--- src/rtl/tlb_map_streamer_if.sv ---
// AXI4-Stream subset carrying TLB mapping entries from the streamer to the
// TLB controller.
interface tlb_map_streamer_if #(
    parameter int AXI4S_DATA_BITS = 128
);
    logic                       tvalid;
    logic                       tready;
    logic [AXI4S_DATA_BITS-1:0] tdata;
    logic                       tlast;

    modport m (output tvalid, output tdata, output tlast, input tready);
    modport s (input tvalid, input tdata, input tlast, output tready);
endinterface

--- src/rtl/tlb_map_streamer.sv ---
// Turns one {vaddr, paddr_host, paddr_card, n_pages} request into n_pages
// consecutive TLB entry beats, then waits for the controller's commit pulse
// (or a timeout) and reports a one-cycle completion.
module tlb_map_streamer #(
    parameter int TLB_ORDER    = 10,
    parameter int PG_BITS      = 12,
    parameter int N_PG_BITS    = 16,
    parameter int TMO_CYCLES   = 65536,
    parameter int VADDR_BITS   = 48,
    parameter int PADDR_BITS   = 44,
    parameter int PID_BITS     = 6,
    parameter int AXI_TLB_BITS = 128
) (
    input  logic                  aclk,
    input  logic                  areset,
    input  logic                  req_valid,
    output logic                  req_ready,
    input  logic [VADDR_BITS-1:0] req_vaddr,
    input  logic [PADDR_BITS-1:0] req_paddr_host,
    input  logic [PADDR_BITS-1:0] req_paddr_card,
    input  logic [PID_BITS-1:0]   req_pid,
    input  logic [N_PG_BITS-1:0]  req_n_pages,
    input  logic                  req_unmap,
    tlb_map_streamer_if.m         m_axis,
    input  logic                  done_map,
    output logic                  cpl_valid,
    output logic                  cpl_err,
    output logic [31:0]           beat_cnt
);
    localparam int VPN_BITS = VADDR_BITS - PG_BITS;
    localparam int PHY_BITS = PADDR_BITS - PG_BITS;
    localparam int TAG_BITS = VADDR_BITS - TLB_ORDER - PG_BITS;
    localparam int TMO_W    = $clog2(TMO_CYCLES + 1);

    typedef enum logic [1:0] {ST_IDLE, ST_SEND, ST_WAIT, ST_CPL} state_t;

    state_t                    state_q, state_d;
    logic [VPN_BITS-1:0]       vpn_q, vpn_d;
    logic [PHY_BITS-1:0]       ppn_h_q, ppn_h_d, ppn_c_q, ppn_c_d;
    logic [PID_BITS-1:0]       pid_q, pid_d;
    logic                      unmap_q, unmap_d;
    logic [N_PG_BITS-1:0]      remaining_q, remaining_d;
    logic [TMO_W-1:0]          tmo_q, tmo_d;
    logic                      req_ready_q, req_ready_d;
    logic                      tvalid_q, tvalid_d;
    logic                      tlast_q, tlast_d;
    logic [AXI_TLB_BITS-1:0]   tdata_q, tdata_d;
    logic                      cpl_valid_q, cpl_valid_d;
    logic                      cpl_err_q, cpl_err_d;
    logic [31:0]               beat_cnt_q, beat_cnt_d;

    logic [VPN_BITS-1:0]       vpn_inc;
    logic [PHY_BITS-1:0]       ppn_h_inc, ppn_c_inc;

    // Page-offset bits of the addresses carry no information for the TLB.
    logic unused_offset_bits;
    assign unused_offset_bits = ^{req_vaddr[PG_BITS-1:0], req_paddr_host[PG_BITS-1:0],
                                  req_paddr_card[PG_BITS-1:0]};

    assign vpn_inc   = vpn_q + 1'b1;
    assign ppn_h_inc = ppn_h_q + 1'b1;
    assign ppn_c_inc = ppn_c_q + 1'b1;

    // One TLB entry: {ppn_c, ppn_h} in the upper half, {valid, pid, tag, index}
    // in the lower half; removals carry no physical page numbers.
    function automatic logic [AXI_TLB_BITS-1:0] build_beat(
        input logic [VPN_BITS-1:0] vpn,
        input logic [PHY_BITS-1:0] ppn_h,
        input logic [PHY_BITS-1:0] ppn_c,
        input logic [PID_BITS-1:0] pid,
        input logic                unmap
    );
        logic [AXI_TLB_BITS-1:0] beat;
        beat = '0;
        beat[0 +: TLB_ORDER]                     = vpn[TLB_ORDER-1:0];
        beat[TLB_ORDER +: TAG_BITS]              = vpn[TLB_ORDER +: TAG_BITS];
        beat[TLB_ORDER+TAG_BITS +: PID_BITS]     = pid;
        beat[TLB_ORDER+TAG_BITS+PID_BITS]        = ~unmap;
        if (!unmap) begin
            beat[64 +: PHY_BITS]            = ppn_h;
            beat[64+PHY_BITS +: PHY_BITS]   = ppn_c;
        end
        return beat;
    endfunction

    // Next-state and next-output logic for the request/stream/wait/complete FSM.
    always_comb begin
        // NOTE: every _d starts as its _q (pulses start at 0) so no path leaves
        // a variable unassigned, which would otherwise infer a latch.
        state_d     = state_q;
        vpn_d       = vpn_q;
        ppn_h_d     = ppn_h_q;
        ppn_c_d     = ppn_c_q;
        pid_d       = pid_q;
        unmap_d     = unmap_q;
        remaining_d = remaining_q;
        tmo_d       = tmo_q;
        tvalid_d    = tvalid_q;
        tlast_d     = tlast_q;
        tdata_d     = tdata_q;
        beat_cnt_d  = beat_cnt_q;
        cpl_valid_d = 1'b0;
        cpl_err_d   = 1'b0;

        case (state_q)
            ST_IDLE: begin
                if (req_valid) begin
                    vpn_d       = req_vaddr[PG_BITS +: VPN_BITS];
                    ppn_h_d     = req_paddr_host[PG_BITS +: PHY_BITS];
                    ppn_c_d     = req_paddr_card[PG_BITS +: PHY_BITS];
                    pid_d       = req_pid;
                    unmap_d     = req_unmap;
                    remaining_d = req_n_pages;
                    if (req_n_pages != '0) begin
                        state_d  = ST_SEND;
                        tvalid_d = 1'b1;
                        tlast_d  = (req_n_pages == N_PG_BITS'(1));
                        tdata_d  = build_beat(req_vaddr[PG_BITS +: VPN_BITS],
                                              req_paddr_host[PG_BITS +: PHY_BITS],
                                              req_paddr_card[PG_BITS +: PHY_BITS],
                                              req_pid, req_unmap);
                    end else begin
                        state_d     = ST_CPL;
                        cpl_valid_d = 1'b1;
                    end
                end
            end
            ST_SEND: begin
                if (m_axis.tready) begin
                    vpn_d       = vpn_inc;
                    ppn_h_d     = ppn_h_inc;
                    ppn_c_d     = ppn_c_inc;
                    remaining_d = remaining_q - 1'b1;
                    beat_cnt_d  = beat_cnt_q + 32'd1;
                    if (remaining_q == N_PG_BITS'(1)) begin
                        state_d  = ST_WAIT;
                        tvalid_d = 1'b0;
                        tlast_d  = 1'b0;
                        tdata_d  = '0;
                        tmo_d    = '0;
                    end else begin
                        tlast_d = (remaining_q == N_PG_BITS'(2));
                        tdata_d = build_beat(vpn_inc, ppn_h_inc, ppn_c_inc, pid_q, unmap_q);
                    end
                end
            end
            ST_WAIT: begin
                if (done_map) begin
                    state_d     = ST_CPL;
                    cpl_valid_d = 1'b1;
                end else if (tmo_q == TMO_W'(TMO_CYCLES - 1)) begin
                    state_d     = ST_CPL;
                    cpl_valid_d = 1'b1;
                    cpl_err_d   = 1'b1;
                end else begin
                    tmo_d = tmo_q + 1'b1;
                end
            end
            default: begin
                state_d = ST_IDLE;
            end
        endcase

        req_ready_d = (state_d == ST_IDLE);
    end

    // State and registered outputs; synchronous reset aborts any request.
    always_ff @(posedge aclk) begin
        // NOTE: non-blocking assignments so every flop samples pre-edge values.
        if (areset) begin
            state_q     <= ST_IDLE;
            vpn_q       <= '0;
            ppn_h_q     <= '0;
            ppn_c_q     <= '0;
            pid_q       <= '0;
            unmap_q     <= 1'b0;
            remaining_q <= '0;
            tmo_q       <= '0;
            req_ready_q <= 1'b1;
            tvalid_q    <= 1'b0;
            tlast_q     <= 1'b0;
            tdata_q     <= '0;
            cpl_valid_q <= 1'b0;
            cpl_err_q   <= 1'b0;
            beat_cnt_q  <= '0;
        end else begin
            state_q     <= state_d;
            vpn_q       <= vpn_d;
            ppn_h_q     <= ppn_h_d;
            ppn_c_q     <= ppn_c_d;
            pid_q       <= pid_d;
            unmap_q     <= unmap_d;
            remaining_q <= remaining_d;
            tmo_q       <= tmo_d;
            req_ready_q <= req_ready_d;
            tvalid_q    <= tvalid_d;
            tlast_q     <= tlast_d;
            tdata_q     <= tdata_d;
            cpl_valid_q <= cpl_valid_d;
            cpl_err_q   <= cpl_err_d;
            beat_cnt_q  <= beat_cnt_d;
        end
    end

    assign req_ready     = req_ready_q;
    assign m_axis.tvalid = tvalid_q;
    assign m_axis.tlast  = tlast_q;
    assign m_axis.tdata  = tdata_q;
    assign cpl_valid     = cpl_valid_q;
    assign cpl_err       = cpl_err_q;
    assign beat_cnt      = beat_cnt_q;
endmodule

--- src/flat_wrapper.sv ---
// flat-port wrapper written by rule: the top's interface ports become plain ports
module tlb_map_streamer_flat 
#(
    parameter int TLB_ORDER    = 10,
    parameter int PG_BITS      = 12,
    parameter int N_PG_BITS    = 16,
    parameter int TMO_CYCLES   = 65536,
    parameter int VADDR_BITS   = 48,
    parameter int PADDR_BITS   = 44,
    parameter int PID_BITS     = 6,
    parameter int AXI_TLB_BITS = 128
)
  (aclk, areset, req_valid, req_ready, req_vaddr, req_paddr_host, req_paddr_card, req_pid, req_n_pages, req_unmap, done_map, cpl_valid, cpl_err, beat_cnt, m_axis_tvalid, m_axis_tdata, m_axis_tlast, m_axis_tready);
  tlb_map_streamer_if #(.AXI4S_DATA_BITS(128)) m_axis_i ();
  input  logic aclk;
  input  logic areset;
  input  logic req_valid;
  output logic req_ready;
  input  logic [VADDR_BITS-1:0] req_vaddr;
  input  logic [PADDR_BITS-1:0] req_paddr_host;
  input  logic [PADDR_BITS-1:0] req_paddr_card;
  input  logic [PID_BITS-1:0] req_pid;
  input  logic [N_PG_BITS-1:0] req_n_pages;
  input  logic req_unmap;
  input  logic done_map;
  output logic cpl_valid;
  output logic cpl_err;
  output logic [31:0] beat_cnt;
  output wire logic [$bits(m_axis_i.tvalid)-1:0] m_axis_tvalid;
  output wire logic [$bits(m_axis_i.tdata)-1:0] m_axis_tdata;
  output wire logic [$bits(m_axis_i.tlast)-1:0] m_axis_tlast;
  input wire logic [$bits(m_axis_i.tready)-1:0] m_axis_tready;
  assign m_axis_tvalid = m_axis_i.tvalid;
  assign m_axis_tdata = m_axis_i.tdata;
  assign m_axis_tlast = m_axis_i.tlast;
  assign m_axis_i.tready = m_axis_tready;
  tlb_map_streamer #(.TLB_ORDER(TLB_ORDER), .PG_BITS(PG_BITS), .N_PG_BITS(N_PG_BITS), .TMO_CYCLES(TMO_CYCLES), .VADDR_BITS(VADDR_BITS), .PADDR_BITS(PADDR_BITS), .PID_BITS(PID_BITS), .AXI_TLB_BITS(AXI_TLB_BITS)) u_core (.aclk(aclk), .areset(areset), .req_valid(req_valid), .req_ready(req_ready), .req_vaddr(req_vaddr), .req_paddr_host(req_paddr_host), .req_paddr_card(req_paddr_card), .req_pid(req_pid), .req_n_pages(req_n_pages), .req_unmap(req_unmap), .m_axis(m_axis_i), .done_map(done_map), .cpl_valid(cpl_valid), .cpl_err(cpl_err), .beat_cnt(beat_cnt));
endmodule
--- config.mk ---
export PLATFORM = sky130hd
export DESIGN_NAME = tlb_map_streamer_flat
export DESIGN_NICKNAME = d
export VERILOG_FILES = /design/src/rtl/tlb_map_streamer_if.sv /design/src/rtl/tlb_map_streamer.sv /design/src/flat_wrapper.sv
export SDC_FILE = /design/constraint.sdc
export NUM_CORES = 1
export LEC_CHECK = 0
export BUFFER_PORTS_ARGS = -buffer_cell sky130_fd_sc_hd__buf_2
export CORE_MARGIN = 5
export CORE_UTILIZATION = 39
export DETAILED_ROUTE_END_ITERATION = 16
export PLACE_DENSITY = 0.72
export SLEW_MARGIN = 20
export SYNTH_ARGS = -nofsm -noshare
export SYNTH_HDL_FRONTEND = slang
export SYNTH_SLANG_ARGS = --single-unit
--- constraint.sdc ---
create_clock -name aclk -period 2.8 [get_ports aclk]
set_input_delay 0.28 -clock aclk [delete_from_list [all_inputs] [get_ports aclk]]
set_output_delay 0.28 -clock aclk [all_outputs]
set_load 0.1 [all_outputs]
======== Word level (Yosys, flattened, before mapping) ========
Index checks and enable logic that the tools add are counted.
storage, ports and cells
  register bits ........................... 307
  input bits .............................. 164
  output and inout bits ................... 165
  logic and storage cells ................. 94
cells by class
  add/subtract/negate cells ............... 6
  eq/ne operators ......................... 12
  muxes and demuxes ....................... 46
  bitwise gates (word level) .............. 3
  reduce and logical (&&, ||, !) cells .... 12
operator list
  operator                                             count
  2-to-1 mux 128 bit                                   4
  case mux 128 bit (2 select lines)                    1
  2-to-1 mux 32 bit                                    4
  2-to-1 mux 64 bit                                    2
  case mux 32 bit (2 select lines)                     2
  adder 32 x 1 -> 32 bit (second input constant)       3
  2-to-1 mux 36 bit                                    2
  case mux 36 bit (2 select lines)                     1
  2-to-1 mux 17 bit                                    4
  adder 36 x 1 -> 36 bit (second input constant)       1
  case mux 17 bit (2 select lines)                     1
  == test 16 x 1 -> 1 bit (second input constant)      2
  2-to-1 mux 16 bit                                    2
  case mux 16 bit (2 select lines)                     1
  adder 17 x 1 -> 17 bit (second input constant)       1
  == test 17 x 16 -> 1 bit (second input constant)     1
  == test 16 x 2 -> 1 bit (second input constant)      1
  nonzero test 16 bit                                  1
  subtractor 16 x 1 -> 16 bit (second input constant)  1
  2-to-1 mux 1 bit                                     12
  2-to-1 mux 2 bit                                     6
  AND reduction 5 bit                                  2
  != test 2 bit (second input constant)                4
  case mux 1 bit (2 select lines)                      3
  other kinds (11)                                     17

======== Longest topological paths before layout ========
Gate-level depths: netlist (run 1).
  depth in word-level cells ............... 5
  depth in mapped cells ................... 11
  mapped depth without buffers ............ 9

======== Worst setup path after synthesis (run 1) ========
OpenSTA, ideal clock, no wires.
  path kind ............................... reg-to-reg
  from .................................... register u_core.beat_cnt_q[0] (netlist: u_core.beat_cnt[0])
  to ...................................... register u_core.beat_cnt_q[22] (netlist: u_core.beat_cnt[22])
  setup time .............................. 0.128 ns
  data arrival time ....................... 2.544 ns
  data required time ...................... 2.672 ns
  setup slack ............................. 0.128 ns
  cell stages (with the launch flop) ...... 8
  path buffers ............................ 1
  clock period less this slack ............ 2.672 ns
  path through ............................ dfxtp_1 > ha_1 > nand3_1 > or3_1 > clkbuf_1 > nor4_1 > xnor2_1 > nor2_1
between the ends
  cells in the longest elaborated chain, start to end .. 1
RTL lines
  what                      RTL line                 text
  start: declaration        tlb_map_streamer.sv:50   logic [31:0] beat_cnt_q, beat_cnt_d;
  start signal: assignment  tlb_map_streamer.sv:201  beat_cnt_q <= beat_cnt_d;
  adder 32 x 1 -> 32 bit    tlb_map_streamer.sv:134  beat_cnt_d = beat_cnt_q + 32'd1;
No other way between the ends.
A chain may end at the register's enable or synchronous reset.

======== Worst setup path after layout (run 1) ========
  from .................................... register u_core.ppn_h_q[0]
  to ...................................... register u_core.tdata_q[82] (netlist: u_core.m_axis.tdata[82])
between the ends
  cells in the longest elaborated chain, start to end .. 5
RTL lines
  what                               RTL line                 text
  start: declaration                 tlb_map_streamer.sv:39   logic [PHY_BITS-1:0] ppn_h_q, ppn_h_d, ppn_c_q, ppn_c_d;
  start signal: assignment           tlb_map_streamer.sv:189  ppn_h_q <= ppn_h_d;
  adder 32 x 1 -> 32 bit             tlb_map_streamer.sv:61   assign ppn_h_inc = ppn_h_q + 1'b1;
  2-to-1 mux 64 bit                  tlb_map_streamer.sv:79   if (!unmap) begin
  2-to-1 mux 128 bit                 tlb_map_streamer.sv:135  if (remaining_q == N_PG_BITS'(1)) begin
  2-to-1 mux 128 bit                 tlb_map_streamer.sv:129  if (m_axis.tready) begin
  case mux 128 bit (2 select lines)  tlb_map_streamer.sv:105  case (state_q)
  end signal: assignment             tlb_map_streamer.sv:198  tdata_q <= tdata_d;
  end: declaration                   tlb_map_streamer.sv:47   logic [AXI_TLB_BITS-1:0] tdata_q, tdata_d;
No other way between the ends. The select of a mux whose other input is x is not followed.

==> results of run 1 <==
[logic make-up after synthesis]
kind of cell	count (synthesis)
simple gates	757
mux	8
compound gates	715
other cells	1
fa+ha+maj	9
flops	286
buf+inv	249
xor+xnor	78
[metal layers]
metal	share of wire	wire, um	track usage
met5	0.00084	47	0
met4	0.037	2066	0.09556
met3	0.077	4293	0.04441
met2	0.47	26110	0.3811
met1	0.42	23180	0.3010
[critical path: cells and delay by family, from the launching register on]
| kind | cells | cell delay (ns) |
|---|---|---|
| fa+ha+maj | 1 | 0.32 |
| simple gates | 2 | 1.05 |
| compound gates | 3 | 0.70 |
| flops | 1 | 0.42 |
[timing repair]
item / 4_1_cts / 5_1_grt
buffers inserted: 0 / 2
resized for setup: 1 / 0
endpoints found under the setup margin: 1 / 11
hold endpoints to repair: 20 / 0
pin swaps: 1 / 1
hold buffers: 20 / 0
[final cells by class]
class	count	area, um2	share of cell area
Antenna cell	10	25.02	0.001306
Clock buffer	55	1104	0.05759
Clock inverter	7	70.07	0.003656
Inverter	33	125.1	0.006529
Multi-Input combinational cell	1588	9402	0.4906
Sequential cell	286	5725	0.2988
Tap cell	532	665.6	0.03473
Timing Repair Buffer	344	2047	0.1068
[layout by cell type (no fill, tap or decap), drive strengths merged, types with 10 or more instances in the layout]
master,count
diode,10
clkbuf,55
and3,22
a21o,12
a22oi,27
a32oi,15
dlygate4sd3,20
conb,21
xnor2,50
nor2,185
o21ai,218
a31oi,45
dfxtp,286
or3,17
nand3,77
o31a,20
inv,32
buf,324
nor3,63
nand4,59
xor2,28
a211oi,17
o21a,14
o41ai,13
o31ai,23
or4,33
o22ai,24
and4,23
a21oi,172
nor4,55
a221oi,49
nand2,176
and2,20
[sequential cells by signal, summed over array words and instances, names as in the netlist]
register              cells
u_core.m_axis.tvalid      1
u_core.unmap_q            1
u_core.req_ready          1
u_core.pid_q              6
u_core.vpn_q             36
u_core.ppn_c_q           32
u_core.remaining_q       16
u_core.cpl_err            1
u_core.tmo_q             17
u_core.m_axis.tdata     107
u_core.cpl_valid          1
u_core.state_q            2
u_core.m_axis.tlast       1
u_core.ppn_h_q           32
u_core.beat_cnt          32
[path summary, 6_finish.rpt]
kind | end | startpoint | cells past startpoint
worst max register to register | u_core.m_axis.tdata[82]$_SDFFE_PP0P_ | u_core.ppn_h_q[0]$_SDFFE_PP0P_ | 6
worst max-delay path | u_core.m_axis.tdata[82]$_SDFFE_PP0P_ | u_core.ppn_h_q[0]$_SDFFE_PP0P_ | 6
worst min-delay path | u_core.m_axis.tdata[122]$_SDFFE_PP0P_ | req_paddr_card[38] | 3
worst min register to register | u_core.pid_q[2]$_SDFFE_PP0P_ | u_core.pid_q[2]$_SDFFE_PP0P_ | 2
[per-stage QoR]
stage | cells | util | area (um2)
detailed placement | 2759 | 0.4353 | 17690
floorplan | 2123 | - | 16060
global route | 2847 | 0.4710 | 19140
global placement | 2759 | 0.4353 | 17690
CTS | 2841 | 0.4692 | 19070
finish | 2855 | 0.4715 | 19160
[report_power, final]
part | total [mW] | switching [mW] | internal, mW
sequential | 4.73 | 0.336 | 4.40
clock | 4.65 | 1.85 | 2.80
combinational | 3.23 | 2.42 | 0.803
total | 12.6 | 4.61 | 8.00
==> results.yml, run 1 <==
setup_path:
  rrSetupSlack_ns: 0.18
  worstPathArrival_ns: 3.03
  critPathMaxStageDelay_ns: 0.68
  cpMaxStageDelayCell: "or4_1"
  crit_required_ns: 3.21
  endpoint_kind: "flop"
  critPathMostFrequentCell: "o21ai_0"
  critPathKind: "flop to flop"
  startpoint_type: "flop"
  crit_fanout: 7
  path_cells: "ha_1, nand4_1, or4_1, o31a_1, o21ai_0, o21ai_0"
synth:
  synth_flop_cell: "dfxtp_1"
  yosysWarnings: 0
  yosys.area_share.simple: 0.2398
  netlist_instances: 2103
  ys_ff_latch: 286
  ys_seq_area_frac: 0.3582
  synth.top_cell.area_share: 0.3582
  ys_async_sr_fraction: 0
  synthAdderAreaFrac: 0.007045
  synth_top_family_by_area: "compound AO/OA/AOI/OAI gates"
  synth_compound_area_frac: 0.2829
  syn_area_um2: 15980
  synth_edf_count: 0
  yosysMostFrequentCell: "dfxtp_1"
  yosysUniqueCellTypes: 73
  synthMuxAreaShare: 0.005088
  avgSynthCellArea_um2: 7.601
  synth_largest_area_cell: "dfxtp_1"
  synth_xor_area_frac: 0.04274
  synth_area_leaders: "dfxtp_1 36%, o21ai_0 6.8%, a21oi_1 5.4%"
  synth_commonest_cells: "286 x dfxtp_1, 217 x o21ai_0, 185 x nor2_1, 179 x clkbuf_1, 176 x nand2_1"
layout:
  n_fill_cell: 3953
  nets: 2461
  layout-drive-gt1-share: 0.1773
  syn_to_final_growth_pct: 19.89
clocking:
  clk_latency_ns: 0.54
  cts_buffers: 35
  path_clk_slew_ns: 0.06
  clockBufferDepth: 3
  cts_tree: "yes"
  root_buffer: "clkbuf_16"
  cts.sinks: 286
  h-tree-depth: 2
placed_design:
  globalplace.congestion: 0.9163
  port-buffer-count: 271
  dpl.hpwl_um: 37730
  place_ws_ns: 0.003123
routing:
  ant_nets: 0
  drc: 0
  routedWlPerCell_um: 19.51
  wl_um: 55690
  dr.pass1.iters: 6
  vias: 17260
  vias_per_cell: 6.045
  initialDrtViolationCount: 1519
global_route:
  grt_pass1_vias: 16170
  overflow: 0
  grt_max_degree: 170
  grt_usage: 0.2322
  grt_pass1_wl_um: 86290
  antenna_found_initial: 9
floorplan:
  die_w_um: 212.4
  die_h_um: 212.4
  dieArea_um2: 45130
  pin_count: 329
  start_util: 0.3932
  fp-row-count: 74
  core_area_um2: 40650
power:
  ir_drop_uv: 455.0
  power.total_mw: 12.61
  p_leak_nw: 7.102
  powerDensity_nw_per_um2: 658.0
timing:
  fin_crit_ns: 2.620
  max_freq_mhz: 381.6
  hold_viol_final: 0
  hold-worst-slack_ns: 0.02423
  fin_skew_ns: 0.01125
  setup_tns_ns: 0
  period_share: 0.9359
  rsz0062_at_grt: "false"
  slew_viol_final: 0
  max_slew_margin: 0.4256
  setup_viol_count_final: 0
  tightest_slew_ns: 0.8615
  finalWorstSetupSlack_ns: 0.1795
flow_run:
  drv_cap: 0
worst_hold_path:
  hold_class: "input port to flop"
run_status:
  status: "complete, no violations"
(Power assumes the default switching activity.)
==> run 2: changes to the inputs <==
CORE_UTILIZATION = 56   (was 39)
PLACE_DENSITY = 0.93   (was 0.72)
==> run 2 against run 1 <==
Compared with the run above:
- register-to-register slack got worse by 0.03 ns
- non-clock buffer count rose by 2
- final area fell by 1.6%
- die area fell by 29%
- first-iteration DRC count rose by 30%
- combinational power barely moved
- sequential power barely moved
- largest cell class unchanged
==> results.yml, run 2 (synthesis results as in run 1) <==
timing:
  fin_crit_ns: 2.652
  period_share: 0.9472
  tightest_slew_ns: 0.8605
  fin_skew_ns: 0.01343
  setup_tns_ns: 0
  hold_viol_final: 0
  max_slew_margin: 0.4250
  slew_viol_final: 0
  max_freq_mhz: 377.1
  rsz0062_at_grt: "false"
  setup_viol_count_final: 0
power:
  p_leak_nw: 7.050
  power.total_mw: 12.27
  powerDensity_nw_per_um2: 650.7
  ir_drop_uv: 608.4
layout:
  fin_area_um2: 18860
  largest_register_ffs: 107
  nets: 2459
  mostFrequentLayoutCells: "286 x dfxtp_1, 270 x buf_2, 217 x o21ai_0, 183 x nor2_1, 176 x nand2_1"
  stdcell_count: 2693
  layout-drive-gt1-share: 0.1727
  syn_to_final_growth_pct: 18.00
  layout_commonest_cell: "dfxtp_1"
global_route:
  grt_pass1_wl_um: 84890
  antenna_found_initial: 12
  overflow: 0
  grt_pass1_vias: 16920
  grt_max_degree: 121
  grt_usage: 0.3181
floorplan:
  core_area_um2: 28010
  start_util: 0.5706
  pin_count: 329
  dieArea_um2: 32020
  die_h_um: 178.9
  fp-row-count: 61
  die_w_um: 178.9
clocking:
  clk_latency_ns: 0.57
  cts_tree: "yes"
  cts_resized: 0
  cts.sinks: 286
  path_clk_slew_ns: 0.06
  clockBufferDepth: 3
  h-tree-depth: 1
  root_buffer: "clkbuf_16"
  cts_buffers: 31
setup_path:
  crit_required_ns: 3.24
  endpoint_kind: "flop"
  critPathKind: "flop to flop"
  worstPathArrival_ns: 3.09
  crit_fanout: 7
  startpoint_type: "flop"
placed_design:
  dpl.hpwl_um: 35590
  port-buffer-count: 271
  place_area_um2: 17530
  globalplace.congestion: 0.9306
  dp_cells: 2605
worst_hold_path:
  hold_class: "input port to flop"
routing:
  ant_nets: 0
  vias: 17890
  dr.pass1.iters: 6
  vias_per_cell: 6.644
  initialDrtViolationCount: 1972
  drc: 0
  routedWlPerCell_um: 20.00
  wl_um: 53850
flow_run:
  drv_cap: 0
run_status:
  status: "complete, no violations"
==> run 2: changes by cell type in the layout (fill, tap and decap cells not counted), moves of 2 or more <==
| cell | previous run | this run |
|---|---|---|
| clkbuf_16 | 37 | 31 |
| dlygate4sd3_1 | 20 | 26 |
| diode_2 | 10 | 5 |
| buf_4 | 47 | 43 |
| clkbuf_8 | 11 | 7 |
| bufinv_16 | 1 | 4 |
| buf_12 | 5 | 7 |
| clkinv_2 | 4 | 6 |
==> run 2: power by group <==
group	internal [mW]	switching [mW]	leakage [nW]	total, mW
Combinational	0.791	2.42	4.18	3.21
Sequential	4.40	0.341	2.35	4.74
Clock	2.58	1.74	0.522	4.32
==> run 2: final cells by class <==
class                      count  area (um2)
multi-input combinational   1588        9388
fill                        2217        9149
sequential                   286        5725
timing repair buffer         346        2074
clock buffer                  46       902.1
tap                          378       473.0
clock inverter                11       161.4
inverter                      33       125.1
antenna                        5       12.51
==> run 2: path summary, 6_finish.rpt <==
kind | start | to | slack (ns) | depth (start not counted)
setup / recovery | u_core.ppn_h_q[1]$_SDFFE_PP0P_ | u_core.m_axis.tdata[82]$_SDFFE_PP0P_ | 0.15 | 6
hold / removal | req_paddr_host[40] | u_core.m_axis.tdata[92]$_SDFFE_PP0P_ | 0.01 | 3
setup reg to reg | u_core.ppn_h_q[1]$_SDFFE_PP0P_ | u_core.m_axis.tdata[82]$_SDFFE_PP0P_ | 0.15 | 6
hold reg to reg | u_core.pid_q[1]$_SDFFE_PP0P_ | u_core.pid_q[1]$_SDFFE_PP0P_ | 0.46 | 2
==> run 2: repair_timing <==
action                                  in CTS  in global routing
endpoints found under the setup margin       0                  0
hold buffers                                26                  0
buffers inserted                             0                  0
hold endpoints to repair                    29                  0
==> run 2: per-stage QoR <==
| step | worst slack, ns | utilization | hold slack (ns) |
|---|---|---|---|
| floorplan | 0.1283 | - | 0.3992 |
| global placement | 0.2129 | 0.6257 | 0.4429 |
| detailed placement | 0.1384 | 0.6257 | 0.4554 |
| CTS | 0.2085 | 0.6729 | 0.0003690 |
| global route | 0.0007714 | 0.6731 | 0.01304 |
| finish | 0.1480 | 0.6734 | 0.01287 |
==> run 2: worst max-delay path, cell delays in order (launching register included) <==
cell     delay (ns)
dfxtp_1        0.40
ha_1           0.29
nand4_1        0.38
or4_1          0.69
o31a_1         0.32
o21ai_0        0.28
o21ai_0        0.15
==> run 2: routing by layer <==
metal,track usage,part of all wire,vias to the layer above
met1,0.3883,0.37,8303
met3,0.06706,0.11,232
met2,0.5413,0.47,1148
met5,0,0.0021,-
met4,0.1382,0.047,14
li1,-,-,8196
